### src/rtl/pkt_rd_ctrl.sv
// Read-side controller for the single-packet RAM buffer: streams a stored packet out as val/sop/eop.
// Optional build macro PKT_RD_REVERSE_EN reads the RAM in descending address order.
module pkt_rd_ctrl #(
   parameter int AWIDTH = 4,
   parameter int DWIDTH = 8
) (
   input  logic              clk_i,
   input  logic              srst_i,
   input  logic              busy_i,
   input  logic [AWIDTH-1:0] wrlen_i,
   output logic              rden_o,
   output logic [AWIDTH-1:0] rdaddr_o,
   input  logic [DWIDTH-1:0] rddata_i,
   output logic [DWIDTH-1:0] data_o,
   output logic              val_o,
   output logic              sop_o,
   output logic              eop_o,
   input  logic              ready_i,
   output logic              clr_o,
   output logic [1:0]        state_o
);

   // Handshake: a word transfers on any clock edge where val_o && ready_i; while val_o is high
   // and ready_i is low, data_o/sop_o/eop_o hold their values.
   typedef enum logic [1:0] {S_IDLE, S_READ, S_DRAIN, S_CLR} state_t;

   localparam int CW = AWIDTH + 1;
   localparam logic [CW-1:0] FULL_LEN = CW'(1) << AWIDTH;

   state_t            state, state_nxt;
   logic [CW-1:0]     len, rd_cnt, out_cnt;
   logic              rd_pend;
   logic [DWIDTH-1:0] fifo_mem [4];
   logic [1:0]        wr_ptr, rd_ptr;
   logic [2:0]        fifo_cnt;
   logic              credit, push, pop, start;
   logic [AWIDTH-1:0] addr_cur, addr_last;

   // A read in flight still needs a FIFO slot when its data returns next cycle.
   assign credit = (fifo_cnt + 3'(rd_pend)) < 3'd4;
   assign push   = rd_pend;
   assign pop    = val_o & ready_i;
   assign start  = (state == S_IDLE) && busy_i;

`ifdef PKT_RD_REVERSE_EN
   logic [CW-1:0] addr_full;
   assign addr_full = len - CW'(1) - rd_cnt;
   assign addr_cur  = addr_full[AWIDTH-1:0];
`else
   assign addr_cur  = rd_cnt[AWIDTH-1:0];
`endif

   assign rdaddr_o = rden_o ? addr_cur : addr_last;
   assign val_o    = (fifo_cnt != 3'd0);
   assign data_o   = val_o ? fifo_mem[rd_ptr] : '0;
   assign sop_o    = val_o && (out_cnt == '0);
   assign eop_o    = val_o && (out_cnt == len - CW'(1));
   assign state_o  = state;

   always_comb begin
      state_nxt = state;
      rden_o    = 1'b0;
      clr_o     = 1'b0;
      case (state)
         S_IDLE:  if (busy_i) state_nxt = S_READ;
         S_READ: begin
            if (credit) begin
               rden_o = 1'b1;
               if (rd_cnt + CW'(1) == len) state_nxt = S_DRAIN;
            end
         end
         S_DRAIN: if (pop && eop_o) state_nxt = S_CLR;
         S_CLR: begin
            clr_o     = 1'b1;
            state_nxt = S_IDLE;
         end
         default: state_nxt = S_IDLE;
      endcase
   end

   always_ff @(posedge clk_i or posedge srst_i) begin
      if (srst_i) begin
         state     <= S_IDLE;
         len       <= '0;
         rd_cnt    <= '0;
         out_cnt   <= '0;
         rd_pend   <= 1'b0;
         addr_last <= '0;
      end else begin
         state   <= state_nxt;
         rd_pend <= rden_o;
         if (start) begin
            len     <= (wrlen_i == '0) ? FULL_LEN : {1'b0, wrlen_i};
            rd_cnt  <= '0;
            out_cnt <= '0;
         end else begin
            if (rden_o) begin
               rd_cnt    <= rd_cnt + CW'(1);
               addr_last <= addr_cur;
            end
            if (pop) out_cnt <= out_cnt + CW'(1);
         end
      end
   end

   always_ff @(posedge clk_i or posedge srst_i) begin
      if (srst_i) begin
         wr_ptr   <= '0;
         rd_ptr   <= '0;
         fifo_cnt <= '0;
      end else begin
         if (push) wr_ptr <= wr_ptr + 2'd1;
         if (pop)  rd_ptr <= rd_ptr + 2'd1;
         case ({push, pop})
            2'b10:   fifo_cnt <= fifo_cnt + 3'd1;
            2'b01:   fifo_cnt <= fifo_cnt - 3'd1;
            default: fifo_cnt <= fifo_cnt;
         endcase
      end
   end

   always_ff @(posedge clk_i) begin
      if (push) fifo_mem[wr_ptr] <= rddata_i;
   end

endmodule

### config.mk
export PLATFORM = sky130hd
export DESIGN_NAME = pkt_rd_ctrl
export DESIGN_NICKNAME = d
export VERILOG_FILES = /design/src/rtl/pkt_rd_ctrl.sv
export SDC_FILE = /design/constraint.sdc
export NUM_CORES = 1
export LEC_CHECK = 0
export ABC_AREA = 1
export BUFFER_PORTS_ARGS = -buffer_cell sky130_fd_sc_hd__buf_2
export CAP_MARGIN = 10
export CORE_UTILIZATION = 58
export CTS_BUF_LIST = sky130_fd_sc_hd__clkbuf_16
export DETAILED_ROUTE_END_ITERATION = 10
export PLACE_DENSITY = 0.85
export SKIP_LAST_GASP = 1
export SLEW_MARGIN = 20
export SYNTH_ARGS = -nofsm -noshare
export SYNTH_HDL_FRONTEND = slang
export SYNTH_SLANG_ARGS = --single-unit
### constraint.sdc
create_clock -name clk_i -period 2.1 [get_ports clk_i]
set_clock_uncertainty 0.2 [all_clocks]
set_input_delay 0 -clock clk_i [delete_from_list [all_inputs] [get_ports clk_i]]
set_output_delay 0 -clock clk_i [all_outputs]
set_load 0.05 [all_outputs]
==> metrics.md, run 1 <==
| Metric | Value |
|---|---|
| Syn. warnings | `0` |
| Worst hold path class | `in -> async` |
| Yosys top cell area share | `0.309` |
| Worst VDD drop | `1.14 mV` |
| First-pass GRT wire length | `11.1 mm` |
| Crit path kind | `reg -> reg` |
| Req. time, crit path | `between 2 and 2.5 ns` |
| Internal Pwr Total | `3.39 mW` |
| DP Wirelength | `about 4.3 mm` |
| FF-to-FF End | `fifo_cnt[2]` |
| GRT Residual Overflow | `0` |
| Min Hold Slack | `0.0957 ns` |
| Router iterations before antenna repair | `5` |
| Clock power share | `0.205` |
| RR Startpoint | `fifo_cnt[2]` |
| Starting Density | `0.605` |
| Boundary Pins | `35` |
| Routed length per instance | `around 15 um` |
| Synth Register Bits | `around 60` |
| Post-route ant nets | `0` |
| Status | `finished, final reports clean` |
| Max-slew headroom | `0.738` |
| Post-synth top cells | `nand2_1 (73), nor2_1 (44), inv_1 (38), edfxtp_1 (32), o21ai_0 (32)` |
| Clock root cell | `clkbuf_16` |
| Initial DRC count | `about 270` |
| Vias/cell | `roughly 5.5` |
| GRT Util Overall | `0.277` |
| Tmin final | `slightly above 2 ns` |
| Share of post-route cells with drive strength above 1 | `0.240` |
| # diodes | `0` |
| Num CTS Buffers | `9` |
| Mean area per synthesized cell | `9.12 um^2` |
| Sw power | `about 3.1 mW` |
| RSZ-0062 raised after global routing | `yes` |
| Fmax | `between 0.4 and 0.5 GHz` |
| Most numerous cell in the Yosys netlist | `nand2_1` |
| Fin nets | `about 440` |
| Final Max Tran Viols | `0` |
| Final hold violations | `0` |
| Synthesized area | `about 3100 um^2` |
| Combinational Power Share | `0.505` |
| Routability cong. | `between 0.8 and 0.9` |
| Worst r2r path cells | `10` |
| Die height | `between 70 and 80 um` |
| Cells after synthesis | `341` |
| Crit start category | `flip-flop` |
| DRC viols | `0` |
| Core region area | `roughly 5100 um^2` |
| Die width | `between 70 and 80 um` |
| Routed WL | `between 7 and 8 mm` |
| Port Buffer Count | `34` |
| CTS tree | `built` |
| Sw frac | `0.481` |
| Largest area contributor in the netlist | `edfxtp_1` |
| PwrDens | `~1700 nW/um^2` |
| Clock-pin slew on the worst setup and hold paths | `around 0.060 ns` |
| Sequential power share | `0.290` |
| Worst skew pair latency | `0.33 ns` |
| Clock Tree Buf Depth | `2` |
| Die ar. | `5660 um^2` |
| EDFF count, synth | `32` |
| Post-synth top flop | `edfxtp_1` |
| Syn-to-layout area delta | `25.4%` |
| H-tree depth | `3` |
| Cell area after layout | `slightly below 4000 um^2` |
| Largest cells by area after synthesis | `edfxtp_1 (31%), dfrtp_1 (23%), nand2_1 (8.8%), ha_1 (5.6%), nor2_1 (5.3%)` |
| Initial antenna violation count | `0` |
| Total power | `around 6.5 mW` |
| Register-to-Register Setup Slack | `a little under 0.06 ns` |
| Final setup fails | `0` |
| Vias | `approximately 2,700` |
| Synth cell types | `31` |
| Dpl cell area | `~3400 um^2` |
| Async set-or-reset flop fraction in the synthesized netlist | `0.475` |
| Leakage | `1.80 nW` |
| Max-Cap Viols | `0` |
| Row cnt | `26` |
| Data arrival time of the worst path | `between 2 and 2.5 ns` |
| Critical path fanouts, max | `10` |
| Fin crit share | `0.972` |
| Critical Path Sink Type | `flip-flop` |
| Post-synthesis sequential area ratio | `0.542` |
| Largest net degree at the start of global routing | `30` |
| Slew @ Worst Pin | `about 0.39 ns` |
| Number of global-route vias before repair | `2,462` |
| Synthesized net count | `372` |
| CTS sink count | `~60` |
| Utilization after layout | `0.758` |
| Filler cells | `approximately 330` |
-- repair_timing --
item                                    4_1_cts  5_1_grt
resized for setup                             3       15
hold endpoints to repair                     75        0
hold buffers                                 16        0
pin swaps                                     0        1
endpoints found under the setup margin        2       11
setup buffers                                 0        5
-- routing by layer --
layer  up-vias  track usage  share of wire
met3        24       0.0616          0.072
li1       1242            -              -
met2       147        0.473           0.50
met4         0        0.142          0.028
met5         -            0              0
met1      1249        0.331           0.39
-- power groups by stage --
stage | Combinational, mW | Clock [mW] | Sequential, mW
6_report | 3.30 | 1.34 | 1.89
5_1_grt | 3.61 | 1.39 | 1.93
4_1_cts | 3.13 | 1.34 | 1.86
3_5_place_dp | 3.03 | 0 | 1.88
3_3_place_gp | 2.91 | 0 | 1.86
2_1_floorplan | 2.38 | 0 | 1.83
-- final cells by class --
type | count | area (um^2) | share of cell area
Timing Repair Buffer | 61 | 422 | 0.108
Multi-Input combinational cell | 227 | 1240 | 0.317
Clock inverter | 7 | 50.0 | 0.0128
Sequential cell | 61 | 1690 | 0.434
Tap cell | 70 | 87.6 | 0.0225
Inverter | 47 | 184 | 0.0472
Clock buffer | 9 | 225 | 0.0578
-- how the worst max path moves through the flow --
| stage | cells after the start | start | slack [ns] | end |
|---|---|---|---|---|
| 2_1_floorplan | 4 | state_o[1] | -0.30 | rdaddr_o[1] |
| 3_3_place_gp | 10 | fifo_cnt[1] | 0.10 | fifo_cnt[2] |
| 3_5_place_dp | 10 | fifo_cnt[1] | 0.01 | fifo_cnt[2] |
| 4_1_cts | 10 | fifo_cnt[1] | 0.0006 | fifo_cnt[2] |
| 5_1_grt | 10 | fifo_cnt[2] | -0.06 | fifo_cnt[2] |
| 6_report | 10 | fifo_cnt[2] | 0.06 | fifo_cnt[2] |
-- flip-flops by register name, indices dropped and copies added (netlist names) --
register	count
rd_cnt	5
state_o	2
fifo_mem	32
push	1
wr_ptr	2
addr_last	4
len	5
fifo_cnt	3
out_cnt	5
rd_ptr	2
-- critical path, cell delays in order, from the launching register on --
cell and delay (ns):
dfrtp_1 0.37, inv_2 0.07, nand3_4 0.11, inv_6 0.07, nor2_8 0.13, ha_4 0.14, inv_1 0.07, fa_2 0.35
a21oi_1 0.15, o21ai_1 0.10, xor2_1 0.15
-- through the flow --
step	setup TNS, ns	setup WS [ns]	std cells
after floorplan	-1.00	-0.300	341
after global placement	0	0.100	445
after detailed placement	0	0.0129	445
after CTS	0	0.000632	477
after global routing	-0.0773	-0.0630	482
final	0	0.0584	482
-- cells by family (layout without fill, tap and decap cells) --
logic type / count (synthesis) / after routing / synth area share
compound gates: 53 / 53 / 0.0893
xor+xnor: 6 / 6 / 0.0169
fa+ha+maj: 15 / 15 / 0.0628
buf+inv: 53 / 124 / 0.0696
flops: 61 / 61 / 0.542
simple gates: 153 / 153 / 0.219
-- layout by cell type, fill, tap and decap left out, drive strengths merged --
cell         instances
fa                   1
and2                 1
dlygate4sd3         16
o22ai                5
clkinv               4
clkbuf              10
nor2                49
nand3               17
inv                 48
a21oi               13
clkinvlp             2
a211oi               1
nand2               78
nor3                 3
xor2                 5
or2                  1
ha                  14
o21ai               34
dfrtp               29
nand4                4
xnor2                1
buf                 44
edfxtp              32
No activity file was read; power rests on OpenSTA's default activity.
==> run 2: changes to the inputs <==
--- a/config.mk
+++ b/config.mk
@@ -6,11 +6,11 @@
 export NUM_CORES = 1
 export LEC_CHECK = 0
 export ABC_AREA = 1
-export BUFFER_PORTS_ARGS = -buffer_cell sky130_fd_sc_hd__buf_2
 export CAP_MARGIN = 10
-export CORE_UTILIZATION = 58
+export CORE_UTILIZATION = 63
 export CTS_BUF_LIST = sky130_fd_sc_hd__clkbuf_16
 export DETAILED_ROUTE_END_ITERATION = 10
+export DONT_BUFFER_PORTS = 1
 export PLACE_DENSITY = 0.85
 export SKIP_LAST_GASP = 1
 export SLEW_MARGIN = 20
==> run 2 against run 1 <==
  * The run now ends with setup timing left
  * Register-to-register slack worse by 0.02 ns
  * Clock-buffer cell count is the same
  * Final cell count down 1.7%
  * Total power rose by 12%
  * Wire length grew 11%
  * Via count increased by 3.0%
  * Largest cell class unchanged
  * Core utilization is 9.7 points higher
  * Critical path type is now reg -> out
  * First-iteration DRC count shrank 2.6%
  * Critical path depth decreased by 2
  * Global-route usage is 2.0 points higher
==> metrics.md, run 2 (same netlist as run 1, synthesis figures left out) <==
| Metric | Value |
|---|---|
| Status | `finished, violations left` |
| Failing checks | `setup timing` |
| Top delay family on crit path | `buffers and inverters` |
| Non-filler cells, final | `474` |
| Critical path cell sequence | `buf_4 -> buf_4 -> nand4_1 -> nand2_1 -> nand2_4 -> inv_1 -> o21ai_2 -> buf_12` |
| Worst VDD drop | `about 1.2 mV` |
| DP Wirelength | `4.49 mm` |
| Leakage | `around 1.8 nW` |
| Vias/cell | `5.78` |
| Most common cell after layout, fill and taps aside | `nand2_1` |
| Req. time, crit path | `approximately 1.9 ns` |
| Post-route ant nets | `0` |
| Syn-to-layout area delta | `29.9%` |
| Starting Density | `0.658` |
| Max-slew headroom | `0.677` |
| Core region area | `~4700 um^2` |
| Share of post-route cells with drive strength above 1 | `0.226` |
| Port Buffer Count | `0` |
| Slew @ Worst Pin | `approximately 0.49 ns` |
| Initial DRC count | `~270` |
| Fmax | `roughly 0.46 GHz` |
| Placed cells | `about 430` |
| Crit start category | `flip-flop` |
| PwrDens | `approximately 1800 nW/um^2` |
| Slowest-stage cell, CP | `dfrtp_2` |
| PnR worst setup slack | `-0.0859 ns` |
| CP peak stage delay | `around 0.45 ns` |
| Crit path kind | `reg -> out` |
| H-tree depth | `3` |
| GRT Residual Overflow | `0` |
| Die ar. | `approximately 5200 um^2` |
| CTS tree | `built` |
| Tmin final | `2.19 ns` |
| Clock Tree Buf Depth | `2` |
| Die height | `between 70 and 80 um` |
| Boundary Pins | `35` |
| Most frequent cells in the layout | `nand2_1 (73), nor2_1 (43), buf_4 (35)` |
| Initial antenna violation count | `0` |
| Clock root cell | `clkbuf_16` |
| Data arrival time of the worst path | `1.99 ns` |
| Fin nets | `between 400 and 500` |
| Row cnt | `25` |
| Clock-pin slew on the worst setup and hold paths | `approximately 0.06 ns` |
| Final Max Tran Viols | `0` |
| GRT Util Overall | `0.297` |
| Critical Path Sink Type | `output pin` |
| Router iterations before antenna repair | `6` |
| Max-Cap Viols | `0` |
| Final setup fails | `4` |
| First-pass GRT wire length | `about 11 mm` |
| Worst skew pair latency | `around 0.33 ns` |
| RSZ-0062 raised after global routing | `yes` |
| Routed length per instance | `around 17 um` |
| Final hold violations | `0` |
| Worst hold path class | `in -> reg` |
| CTS sink count | `~60` |
| Largest net degree at the start of global routing | `30` |
| Crit-path most repeated cell | `buf_4` |
| Die width | `72.3 um` |
| Max reg flops | `32` |
| Num CTS Buffers | `9` |
| Vias | `between 2,000 and 3,000` |
| DRC viols | `0` |
| Number of global-route vias before repair | `between 2,000 and 2,500` |
| Largest Register | `fifo_mem` |
| Setup TNS | `-0.179 ns` |
| Critical path buffer and inverter count | `4` |
| Critical path fanouts, max | `10` |
| Total power | `7.28 mW` |
| # diodes | `0` |
| Routability cong. | `between 0.8 and 0.9` |
| Fin crit share | `1.04` |
| Routed WL | `8.01 mm` |
[run 2: layout make-up]
type	count	area [um^2]
Clock buffer	9	225
Tap cell	67	83.8
Clock inverter	7	114
Timing Repair Buffer	56	485
Fill cell	227	684
Multi-Input combinational cell	227	1250
Sequential cell	61	1690
Inverter	47	191
[run 2: per-layer routing]
| metal | global-route usage | share of wire | vias up |
|---|---|---|---|
| met4 | 0.161 | 0.035 | 0 |
| met3 | 0.0639 | 0.085 | 32 |
| met5 | 0 | 0 | - |
| met2 | 0.460 | 0.49 | 171 |
| li1 | - | - | 1230 |
| met1 | 0.393 | 0.39 | 1309 |
[run 2: worst paths after layout]
kind	start	end	slack (ns)	cells after the start
max	fifo_cnt[1]	rdaddr_o[0]	-0.09	8
min	rddata_i[6]	fifo_mem[1][6]	0.18	1
max reg2reg	len[0]	state_o[0]	0.04	12
min reg2reg	addr_last[1]	addr_last[1]	0.29	2
max in group asynchronous	srst_i	rd_cnt[0]	0.89	4
min in group asynchronous	srst_i	wr_ptr[0]	0.52	4
[run 2: power by group]
part	internal (mW)	switching [mW]
registers	1.58	0.282
clock network	1.15	0.532
logic	1.27	2.47
total	4.00	3.29
[run 2: repair_timing]
action / in CTS / in global routing
hold buffers: 18 / 0
setup buffers: 0 / 12
hold endpoints to repair: 82 / 0
pin swaps: 0 / 5
endpoints found under the setup margin: 1 / 7
resized for setup: 1 / 18
[run 2: through the flow]
| step | hold slack, ns | worst slack [ns] | area (um^2) | util |
|---|---|---|---|---|
| 2_1_floorplan | -0.122 | -0.300 | 3130 | - |
| 3_3_place_gp | -0.218 | 0.142 | 3390 | 0.718 |
| 3_5_place_dp | -0.215 | 0.0752 | 3390 | 0.718 |
| 4_1_cts | 0.171 | 0.00935 | 3910 | 0.828 |
| 5_1_grt | 0.177 | -0.111 | 4040 | 0.855 |
| 6_report | 0.180 | -0.0859 | 4040 | 0.855 |
